<file path="src/rtl/spi_pkg.sv">
// Shared definitions for the parametrised SPI slave.
//   - spi_state_t : receive/transmit FSM states
//   - WR_ADDR/WR_DATA/RD_ADDR/RD_DATA : 2-bit command codes carried in the frame MSBs
//   - frame_width(): full frame width (command field + payload)
package spi_pkg;

    typedef enum logic [2:0] {
        IDLE      = 3'd0,
        CHK_CMD   = 3'd1,
        WRITE     = 3'd2,
        READ_ADD  = 3'd3,
        READ_DATA = 3'd4
    } spi_state_t;

    localparam logic [1:0] WR_ADDR = 2'b00;
    localparam logic [1:0] WR_DATA = 2'b01;
    localparam logic [1:0] RD_ADDR = 2'b10;
    localparam logic [1:0] RD_DATA = 2'b11;

    function automatic int frame_width(input int data_w, input int cmd_w);
        return data_w + cmd_w;
    endfunction

endpackage

</file>
<file path="src/rtl/spi_slave_param_tx.sv">
// spi_tx_serialiser: parallel-load, MSB-first shifter feeding MISO.
//   clk, rst : clock and asynchronous active-high reset
//   load     : capture data; data[DATA_W-1] appears on miso the next cycle
//   abort    : drop any transfer in progress, miso returns to 0
//   data     : parallel word to transmit
//   miso     : registered serial output, 0 when idle
//   done     : high during the cycle the last bit is on miso
module spi_tx_serialiser #(
    parameter int DATA_W = 8
) (
    input  logic              clk,
    input  logic              rst,
    input  logic              load,
    input  logic              abort,
    input  logic [DATA_W-1:0] data,
    output logic              miso,
    output logic              done
);

    localparam int TCNT_W = $clog2(DATA_W + 1);
    localparam logic [TCNT_W-1:0] CNT_ONE  = TCNT_W'(1);
    localparam logic [TCNT_W-1:0] CNT_LAST = TCNT_W'(DATA_W);

    logic [DATA_W-1:0] shift_reg;
    logic [TCNT_W-1:0] cnt_reg;     // bits already placed on miso
    logic              busy_reg;
    logic              miso_reg;

    always_ff @(posedge clk or posedge rst) begin
        if (rst) begin
            shift_reg <= '0;
            cnt_reg   <= '0;
            busy_reg  <= 1'b0;
            miso_reg  <= 1'b0;
        end else if (abort) begin
            shift_reg <= '0;
            cnt_reg   <= '0;
            busy_reg  <= 1'b0;
            miso_reg  <= 1'b0;
        end else if (load) begin
            miso_reg  <= data[DATA_W-1];
            shift_reg <= data << 1;
            cnt_reg   <= CNT_ONE;
            busy_reg  <= 1'b1;
        end else if (busy_reg) begin
            if (cnt_reg == CNT_LAST) begin
                miso_reg <= 1'b0;
                busy_reg <= 1'b0;
                cnt_reg  <= '0;
            end else begin
                miso_reg  <= shift_reg[DATA_W-1];
                shift_reg <= shift_reg << 1;
                cnt_reg   <= cnt_reg + CNT_ONE;
            end
        end
    end

    assign miso = miso_reg;
    assign done = busy_reg && (cnt_reg == CNT_LAST);

endmodule

</file>
<file path="src/rtl/spi_slave_param.sv">
// spi_slave_param: SPI slave between an external master and the RAM controller.
// Receives DATA_W+2 bit frames MSB-first on MOSI ({cmd[1:0], payload}) and
// presents them on rx_data with a one-cycle rx_valid strobe. A read-address
// frame arms read_flag; the following frame is a read-data frame, after which
// tx_data (captured on tx_valid) is shifted out MSB-first on MISO.
// Ports:
//   clk, rst          : clock, asynchronous active-high reset
//   SS_n, MOSI        : slave select (active-low), serial in
//   tx_data, tx_valid : RAM read data and its strobe
//   MISO              : serial out, 0 when not transmitting
//   rx_data, rx_valid : received frame and its one-cycle strobe
//   frame_err         : only when SPI_FRAME_ERR_EN is defined; one-cycle pulse
//                       when SS_n rises before a frame or a transmit completes
module spi_slave_param
    import spi_pkg::*;
#(
    parameter int DATA_W = 8,
    parameter int CMD_W  = 2,
    localparam int FRAME_W = frame_width(DATA_W, CMD_W)
) (
    input  logic               clk,
    input  logic               rst,
    input  logic               SS_n,
    input  logic               MOSI,
    input  logic [DATA_W-1:0]  tx_data,
    input  logic               tx_valid,
    output logic               MISO,
    output logic [FRAME_W-1:0] rx_data,
    output logic               rx_valid
`ifdef SPI_FRAME_ERR_EN
    ,
    output logic               frame_err
`endif
);

    localparam int CNT_W = $clog2(FRAME_W + 1);
    localparam logic [CNT_W-1:0] CNT_ONE    = CNT_W'(1);
    localparam logic [CNT_W-1:0] LAST_BIT   = CNT_W'(FRAME_W - 1);
    localparam logic [CNT_W-1:0] FRAME_DONE = CNT_W'(FRAME_W);

    spi_state_t         state_reg, state_next;
    logic [CNT_W-1:0]   bit_cnt_reg, bit_cnt_next;     // frame bits received so far
    logic [FRAME_W-2:0] shift_reg, shift_next;         // last bit comes straight from MOSI
    logic [FRAME_W-1:0] rx_data_reg, rx_data_next;
    logic               rx_valid_reg, rx_valid_next;
    logic               read_flag_reg, read_flag_next;
    logic               tx_started_reg, tx_started_next; // one TX per read-data frame
    logic               tx_load;
    logic               tx_abort;
    logic               tx_done;

    assign tx_abort = SS_n && (state_reg != IDLE);

    always_comb begin
        state_next      = state_reg;
        bit_cnt_next    = bit_cnt_reg;
        shift_next      = shift_reg;
        rx_data_next    = rx_data_reg;
        rx_valid_next   = 1'b0;
        read_flag_next  = read_flag_reg;
        tx_started_next = tx_started_reg;
        tx_load         = 1'b0;

        if (state_reg == IDLE) begin
            bit_cnt_next = '0;
            if (!SS_n) begin
                state_next = CHK_CMD;
            end
        end else if (SS_n) begin
            // Abort: discard the partial frame; read_flag is kept so an
            // interrupted read pair can be retried.
            state_next      = IDLE;
            bit_cnt_next    = '0;
            shift_next      = '0;
            tx_started_next = 1'b0;
        end else begin
            case (state_reg)
                CHK_CMD: begin
                    shift_next   = {{(FRAME_W-2){1'b0}}, MOSI};
                    bit_cnt_next = CNT_ONE;
                    if (!MOSI) begin
                        state_next = WRITE;
                    end else if (read_flag_reg) begin
                        state_next = READ_DATA;
                    end else begin
                        state_next = READ_ADD;
                    end
                end
                WRITE, READ_ADD, READ_DATA: begin
                    // Counter parks at FRAME_DONE, so trailing MOSI bits are ignored.
                    if (bit_cnt_reg != FRAME_DONE) begin
                        shift_next   = {shift_reg[FRAME_W-3:0], MOSI};
                        bit_cnt_next = bit_cnt_reg + CNT_ONE;
                        if (bit_cnt_reg == LAST_BIT) begin
                            rx_data_next  = {shift_reg, MOSI};
                            rx_valid_next = 1'b1;
                            if (state_reg == READ_ADD) begin
                                read_flag_next = 1'b1;
                            end
                        end
                    end
                    if (state_reg == READ_DATA && bit_cnt_reg == FRAME_DONE &&
                        !tx_started_reg && tx_valid) begin
                        tx_load         = 1'b1;
                        tx_started_next = 1'b1;
                    end
                end
                default: begin
                    state_next = IDLE;
                end
            endcase
        end

        // The address/data pair is consumed once the last data bit is on MISO.
        if (tx_done) begin
            read_flag_next = 1'b0;
        end
    end

    always_ff @(posedge clk or posedge rst) begin
        if (rst) begin
            state_reg      <= IDLE;
            bit_cnt_reg    <= '0;
            shift_reg      <= '0;
            rx_data_reg    <= '0;
            rx_valid_reg   <= 1'b0;
            read_flag_reg  <= 1'b0;
            tx_started_reg <= 1'b0;
        end else begin
            state_reg      <= state_next;
            bit_cnt_reg    <= bit_cnt_next;
            shift_reg      <= shift_next;
            rx_data_reg    <= rx_data_next;
            rx_valid_reg   <= rx_valid_next;
            read_flag_reg  <= read_flag_next;
            tx_started_reg <= tx_started_next;
        end
    end

    spi_tx_serialiser #(
        .DATA_W (DATA_W)
    ) u_tx (
        .clk   (clk),
        .rst   (rst),
        .load  (tx_load),
        .abort (tx_abort),
        .data  (tx_data),
        .miso  (MISO),
        .done  (tx_done)
    );

    assign rx_data  = rx_data_reg;
    assign rx_valid = rx_valid_reg;

`ifdef SPI_FRAME_ERR_EN
    logic frame_err_reg, frame_err_next;

    // A transmit is in flight while tx_started and read_flag are both set
    // (read_flag drops once the final bit has been driven).
    always_comb begin
        frame_err_next = 1'b0;
        if (SS_n && (state_reg == WRITE || state_reg == READ_ADD || state_reg == READ_DATA)) begin
            if (bit_cnt_reg != FRAME_DONE ||
                (tx_started_reg && read_flag_reg && !tx_done)) begin
                frame_err_next = 1'b1;
            end
        end
    end

    always_ff @(posedge clk or posedge rst) begin
        if (rst) begin
            frame_err_reg <= 1'b0;
        end else begin
            frame_err_reg <= frame_err_next;
        end
    end

    assign frame_err = frame_err_reg;
`endif

endmodule

</file>
<file path="config.mk">
export PLATFORM = sky130hd
export DESIGN_NAME = spi_slave_param
export DESIGN_NICKNAME = d
export VERILOG_FILES = /design/src/rtl/spi_pkg.sv /design/src/rtl/spi_slave_param_tx.sv /design/src/rtl/spi_slave_param.sv
export SDC_FILE = /design/constraint.sdc
export NUM_CORES = 1
export LEC_CHECK = 0
export ABC_AREA = 0
export CAP_MARGIN = 0
export CORE_MARGIN = 10
export CORE_UTILIZATION = 45
export CTS_BUF_LIST = sky130_fd_sc_hd__clkbuf_2
export DETAILED_ROUTE_END_ITERATION = 10
export GPL_TIMING_DRIVEN = 0
export PLACE_DENSITY = 0.66
export RECOVER_POWER = 25
export SKIP_CTS_REPAIR_TIMING = 1
export SLEW_MARGIN = 40
export SYNTH_ARGS = -nofsm -noshare
export SYNTH_HDL_FRONTEND = slang
export SYNTH_SLANG_ARGS = --single-unit
</file>
<file path="constraint.sdc">
create_clock -name clk -period 2.5 [get_ports clk]
set_input_delay 0.5 -clock clk [delete_from_list [all_inputs] [get_ports clk]]
set_output_delay 0.5 -clock clk [all_outputs]
set_load 0.02 [all_outputs]
</file>
==> impl_metrics.tcl, run 1 <==
set metrics [dict create \
    status "finished, violations left" \
    violations "capacitance limit, slew limit" \
    drive_gt1_share_pct 10.2 \
    slew_violations 43 \
    synth_top_area_cell "dfrtp_1" \
    detail-route-antenna-nets 0 \
    finClkSkew_ns 0.0222 \
    synth.most_common_cell "dfrtp_1" \
    setup_viol 0 \
    cts_tree "built" \
    start_util_pct 47.6 \
    crit_fanout 10 \
    criticalPathCategory "reg2reg" \
    die-width_um 88.6 \
    cp-start-kind "flop" \
    crit_arrival_ns 2.44 \
    synth-xor-area-share_pct 0.414 \
    vias_per_cell 5.65 \
    min_period_ns 2.14 \
    vias 1514 \
    avgSynthCellArea_sq_um 11.4 \
    synth_top_area_share_pct 49.7 \
    cts.sinks 42 \
    route.detailed.drc 0 \
    hold_viol 0 \
    cp-end-kind "flop" \
    grt_max_degree 43 \
    peakVddDrop_v 0.000349 \
    cts_root_buf "clkbuf_2" \
    slowest_stage "dfrtp_1" \
    synth_area_leaders "dfrtp_1 (50%), mux2i_1 (7.6%), mux2_1 (5.9%)" \
    ys_seq_area_share_pct 49.7 \
    place_ws_ns 0.336 \
    core_area_sq_um 4440 \
    multi_input_area_sq_um 978 \
    yosys.area_share.adder_pct 2.96 \
    slew-limit-headroom_pct -3.82 \
    grt_pass1_vias 1601 \
    core.rowCount 24 \
    path_cells "inv_1 > ha_1 > nor4bb_1 > and2_1 > buf_4 > mux2_1" \
    setup_slack_ns 0.363 \
    die_height_um 88.6 \
    synth_mux_area_share_pct 13.4 \
    synth.cells.most_frequent "dfrtp_1 (42), nand2_1 (20), mux2i_1 (16), mux2_1 (11), inv_1 (10)" \
    place_congestion 0.842 \
    syn_to_final_growth_pct 16.3 \
    critical-path-top-delay-family "simple AND/OR/NAND/NOR gates" \
    num_antenna_cells 0 \
    synth-main-ff-cell "dfrtp_1" \
    h-tree-depth 2 \
    drtIter0Drc 73 \
    synth_compound_area_share_pct 15.7 \
    maxCapViolations 1 \
    synth_top_family_by_area "compound AO/OA/AOI/OAI gates" \
    drtPass1Iterations 4 \
    max-clock-path-buffers 2 \
    finalCritPeriodShare_pct 85.5 \
    cp.required_ns 2.81 \
    design.die.area_sq_um 7840 \
    synth_nets 203 \
    grt-ovfl-total 0 \
    fmax_ghz 0.468 \
    synthCells 185 \
    layout.nets 234 \
    ys_async_sr_fraction_pct 100 \
    hpwl_mm 3.19 \
    syn_area_sq_um 2110 \
    grt_antenna_before_repair 0 \
    fin_tns_setup_ns 0 \
    insertion_delay_ns 0.41 \
    largest_register_ffs 10 \
    tightest_slew_ns 1.56 \
    yosysWarningCount 0 \
    ioPinCount 25 \
    wirelength_mm 4.34 \
    grt_use_total_pct 12.2 \
    max_stage_delay_ns 0.52 \
    fill_cells 397 \
    p_leak_uw 0.00114 \
    io_buffers 24 \
    yosys.area_share.simple_pct 13.8 \
    avgRoutedWirePerCell_um 16.2 \
    synth_cell_types 41 \
    synth_edf_count 0 \
    hp-class "reg2reg" \
    grt_first_pass_wirelength_mm 7.62 \
    rsz0062_at_grt "no" \
    path_clk_slew_ns 0.23 \
    ys_ff_latch 42 \
    power.density_nw_per_um2 513 \
    seq_area_sq_um 1050 \
    holdWs_ns 0.517 \
    cts_buffers 5 \
    critPathBufInv 2 \
]
==> power by group <==
part           switching [uW]  internal (uW)
sequential               33.5            711
combinational             139           88.8
clock                     226           62.6
==> cell usage in the layout (no fill, tap or decap), types with 2 or more instances in the layout <==
| cell | count |
|---|---|
| a31oi_1 | 4 |
| a22o_1 | 2 |
| nand2b_1 | 3 |
| ha_1 | 5 |
| nand3b_1 | 2 |
| clkdlybuf4s50_1 | 23 |
| clkinvlp_4 | 2 |
| a21oi_1 | 5 |
| o31ai_4 | 2 |
| o21ai_1 | 2 |
| o2bb2ai_1 | 9 |
| buf_2 | 5 |
| and2_1 | 3 |
| inv_1 | 10 |
| a22oi_1 | 2 |
| mux2i_1 | 16 |
| o21ai_0 | 3 |
| nand3_1 | 4 |
| nor2b_1 | 2 |
| and3b_1 | 2 |
| nand2_1 | 20 |
| nor2_1 | 8 |
| a21o_1 | 2 |
| nor3_1 | 3 |
| a41oi_1 | 2 |
| mux2_1 | 11 |
| clkbuf_2 | 5 |
| dfrtp_1 | 42 |
==> path summary, 6_finish.rpt <==
| check | start | to | slack, ns | cells after the start |
|---|---|---|---|---|
| hold / removal | rx_data[5] | rx_data[5] | 0.52 | 1 |
| min in group asynchronous | rst | shift_reg[0] | 0.97 | 2 |
| setup / recovery | bit_cnt_reg[0] | rx_data[4] | 0.36 | 6 |
| setup reg to reg | bit_cnt_reg[0] | rx_data[4] | 0.36 | 6 |
| hold reg to reg | rx_data[5] | rx_data[5] | 0.52 | 1 |
| max in group asynchronous | rst | rx_data[9] | 0.63 | 2 |
==> layout make-up <==
type / count / area share (%)
buffer: 8 / 1.93
clock buffer: 5 / 1.02
clock inverter: 2 / 0.610
inverter: 10 / 1.53
multi-input combinational: 125 / 39.8
sequential: 42 / 42.7
tap: 52 / 2.64
timing repair buffer: 24 / 9.77
==> routing by layer <==
metal	wire, um	track usage [%]	share of wire [%]	vias up
li1	-	-	-	735
met1	1920	14.6	44	751
met2	2140	20.0	49	20
met3	203	4.04	4.7	8
met4	76	4.55	1.8	0
met5	0	0	0	-
==> kinds of logic (layout without fill, tap and decap cells) <==
family | Yosys count | in the layout
AO/OA/AOI/OAI | 40 | 40
XOR/XNOR | 1 | 1
adder cells (fa/ha/maj) | 5 | 5
buffers and inverters | 18 | 49
flip-flops | 42 | 42
multiplexers | 27 | 27
AND/OR/NAND/NOR | 52 | 52
==> metrics by stage <==
stage | power (uW) | area [sq um] | std cells | utilization, %
floorplan | 915 | 2110 | 185 | -
global placement | 971 | 2420 | 261 | 54.4
detailed placement | 988 | 2420 | 261 | 54.5
CTS | 1270 | 2460 | 268 | 55.4
global route | 1340 | 2460 | 268 | 55.3
finish | 1260 | 2460 | 268 | 55.3
(Power assumes the default switching activity.)
==> run 2, diff against run 1 <==
Settings changed: SLEW_MARGIN 40 to unset.
==> run 2 against run 1 <==
Effect of this change:
- the run still ends with capacitance limit, slew limit left
- worst setup slack improved by 0.018 ns
- highest routed layer unchanged
- sequential cell count did not move
- largest power group unchanged
- largest cell class unchanged
- critical path type unchanged
- clock-buffer cell count is the same
- cell count stayed put
- routed wire length grew 0.71%
- critical path depth stayed put
==> impl_metrics.tcl, run 2 (synthesis gave the netlist of run 1 again) <==
set metrics [dict create \
    hpwl_mm 3.20 \
    wl_met1_mm 1.88 \
    setup_slack_ns 0.381 \
    rsz0062_at_grt "no" \
    die_height_um 88.6 \
    wirelength_mm 4.37 \
    grt_pass1_vias 1628 \
    worstReg2RegEnd "rx_data[4]" \
    intPower_uw 862 \
    cp-end-kind "flop" \
    vias_per_cell 5.61 \
    drtPass1Iterations 4 \
    place_ws_ns 0.331 \
    final_cell_mix "dfrtp_1 (42), clkdlybuf4s50_1 (22), nand2_1 (20)" \
    power.density_nw_per_um2 514 \
    finClkSkew_ns 0.0135 \
    worstReg2RegStart "bit_cnt_reg[0]" \
    grt_max_degree 43 \
    grt_antenna_before_repair 0 \
    hold_viol 0 \
    hold_path_depth 1 \
    detail-route-antenna-nets 0 \
    core_area_sq_um 4440 \
    slew_violations 43 \
    num_antenna_cells 0 \
    violations "capacitance limit, slew limit" \
    criticalPathCategory "reg2reg" \
    insertion_delay_ns 0.41 \
    worstHoldStart "tx_started_reg" \
    hp-class "reg2reg" \
    finalCritPeriodShare_pct 84.7 \
    ioPinCount 25 \
    io_buffers 24 \
    maxCapViolations 1 \
    route.met3.wl_um 232 \
    crit_fanout 10 \
    final_common_cell "dfrtp_1" \
    highest_layer "met4" \
    grt_use_total_pct 12.4 \
    fmax_ghz 0.472 \
    cts_buffers 5 \
    drtIter0Drc 79 \
    grt-ovfl-total 0 \
    critPathBufInv 2 \
    p_sw_share_pct 31.7 \
    syn_to_final_growth_pct 16.3 \
    crit_cells 6 \
    combPwrFrac_pct 18.1 \
    max-clock-path-buffers 2 \
    r2r_slack_ns 0.38 \
    largest_register_ffs 10 \
    crit_arrival_ns 2.43 \
    h-tree-depth 2 \
    p_leak_uw 0.00114 \
    status "finished, violations left" \
    fin_tns_setup_ns 0 \
    critical-path-top-delay-family "simple AND/OR/NAND/NOR gates" \
    setup_viol 0 \
    core.rowCount 24 \
    cts_tree "built" \
    worstHoldEndpoint "tx_started_reg" \
    cts_root_buf "clkbuf_2" \
    p_seq_share_pct 58.8 \
    switchingPower_uw 401 \
    grt_first_pass_wirelength_mm 7.72 \
    design.die.area_sq_um 7840 \
    path_clk_slew_ns 0.22 \
    max_stage_delay_ns 0.51 \
    layout.nets 234 \
    dr_wl_met2_mm 2.20 \
    path_cells "inv_1 > ha_1 > nor4bb_1 > and2_1 > buf_4 > mux2_1" \
    vias 1504 \
    min_period_ns 2.12 \
    peakVddDrop_v 0.000256 \
    die-width_um 88.6 \
    slew-limit-headroom_pct -2.39 \
    tightest_slew_ns 1.53 \
    finalPower_uw 1260 \
    route.detailed.drc 0 \
    power.share.clock_pct 23.1 \
    utilization_pct 55.3 \
    place_congestion 0.842 \
    cts.sinks 42 \
    start_util_pct 47.6 \
    drive_gt1_share_pct 10.2 \
    worstRegToRegCells 6 \
    cp.required_ns 2.81 \
    avgRoutedWirePerCell_um 16.3 \
    slowest_stage "dfrtp_1" \
    cp-start-kind "flop" \
]
run 2: changes by cell type in the layout (fill, tap and decap cells not counted):
cell / change
clkdlybuf4s50_1: -1
dlygate4sd3_1: +1
run 2: metrics by stage:
step                area (sq um)  std cells  hold slack, ns
floorplan                   2110        185           0.441
global placement            2420        261           0.450
detailed placement          2420        261           0.469
CTS                         2460        268           0.513
global route                2460        268           0.543
finish                      2460        268           0.509
run 2: power by group through the flow:
stage	registers, uW	logic (uW)	clock network [uW]
global route	750	263	330
floorplan	746	169	0
detailed placement	756	231	0
CTS	744	232	302
global placement	751	220	0
finish	743	228	292
run 2: cell type report:
type,count,area (sq um)
repair buffers,24,240
multi-input cells,125,978
well taps,52,65.1
fillers,397,1980
clock buffers,5,25.0
clock inverters,2,15.0
inverters,10,37.5
flip-flops and latches,42,1050
plain buffers,8,47.5
run 2: layer usage:
metal	GRT usage, %	vias up
li1	-	729
met1	15.0	736
met2	20.0	33
met3	4.50	6
met4	4.41	0
met5	0	-
run 2: how the worst max path moves through the flow:
stage,end,from
after floorplan,bit_cnt_reg[1],bit_cnt_reg[0]
after global placement,bit_cnt_reg[3],rst
after detailed placement,bit_cnt_reg[1],SS_n
after CTS,rx_data[4],bit_cnt_reg[0]
after global routing,rx_data[4],bit_cnt_reg[0]
final,rx_data[4],bit_cnt_reg[0]
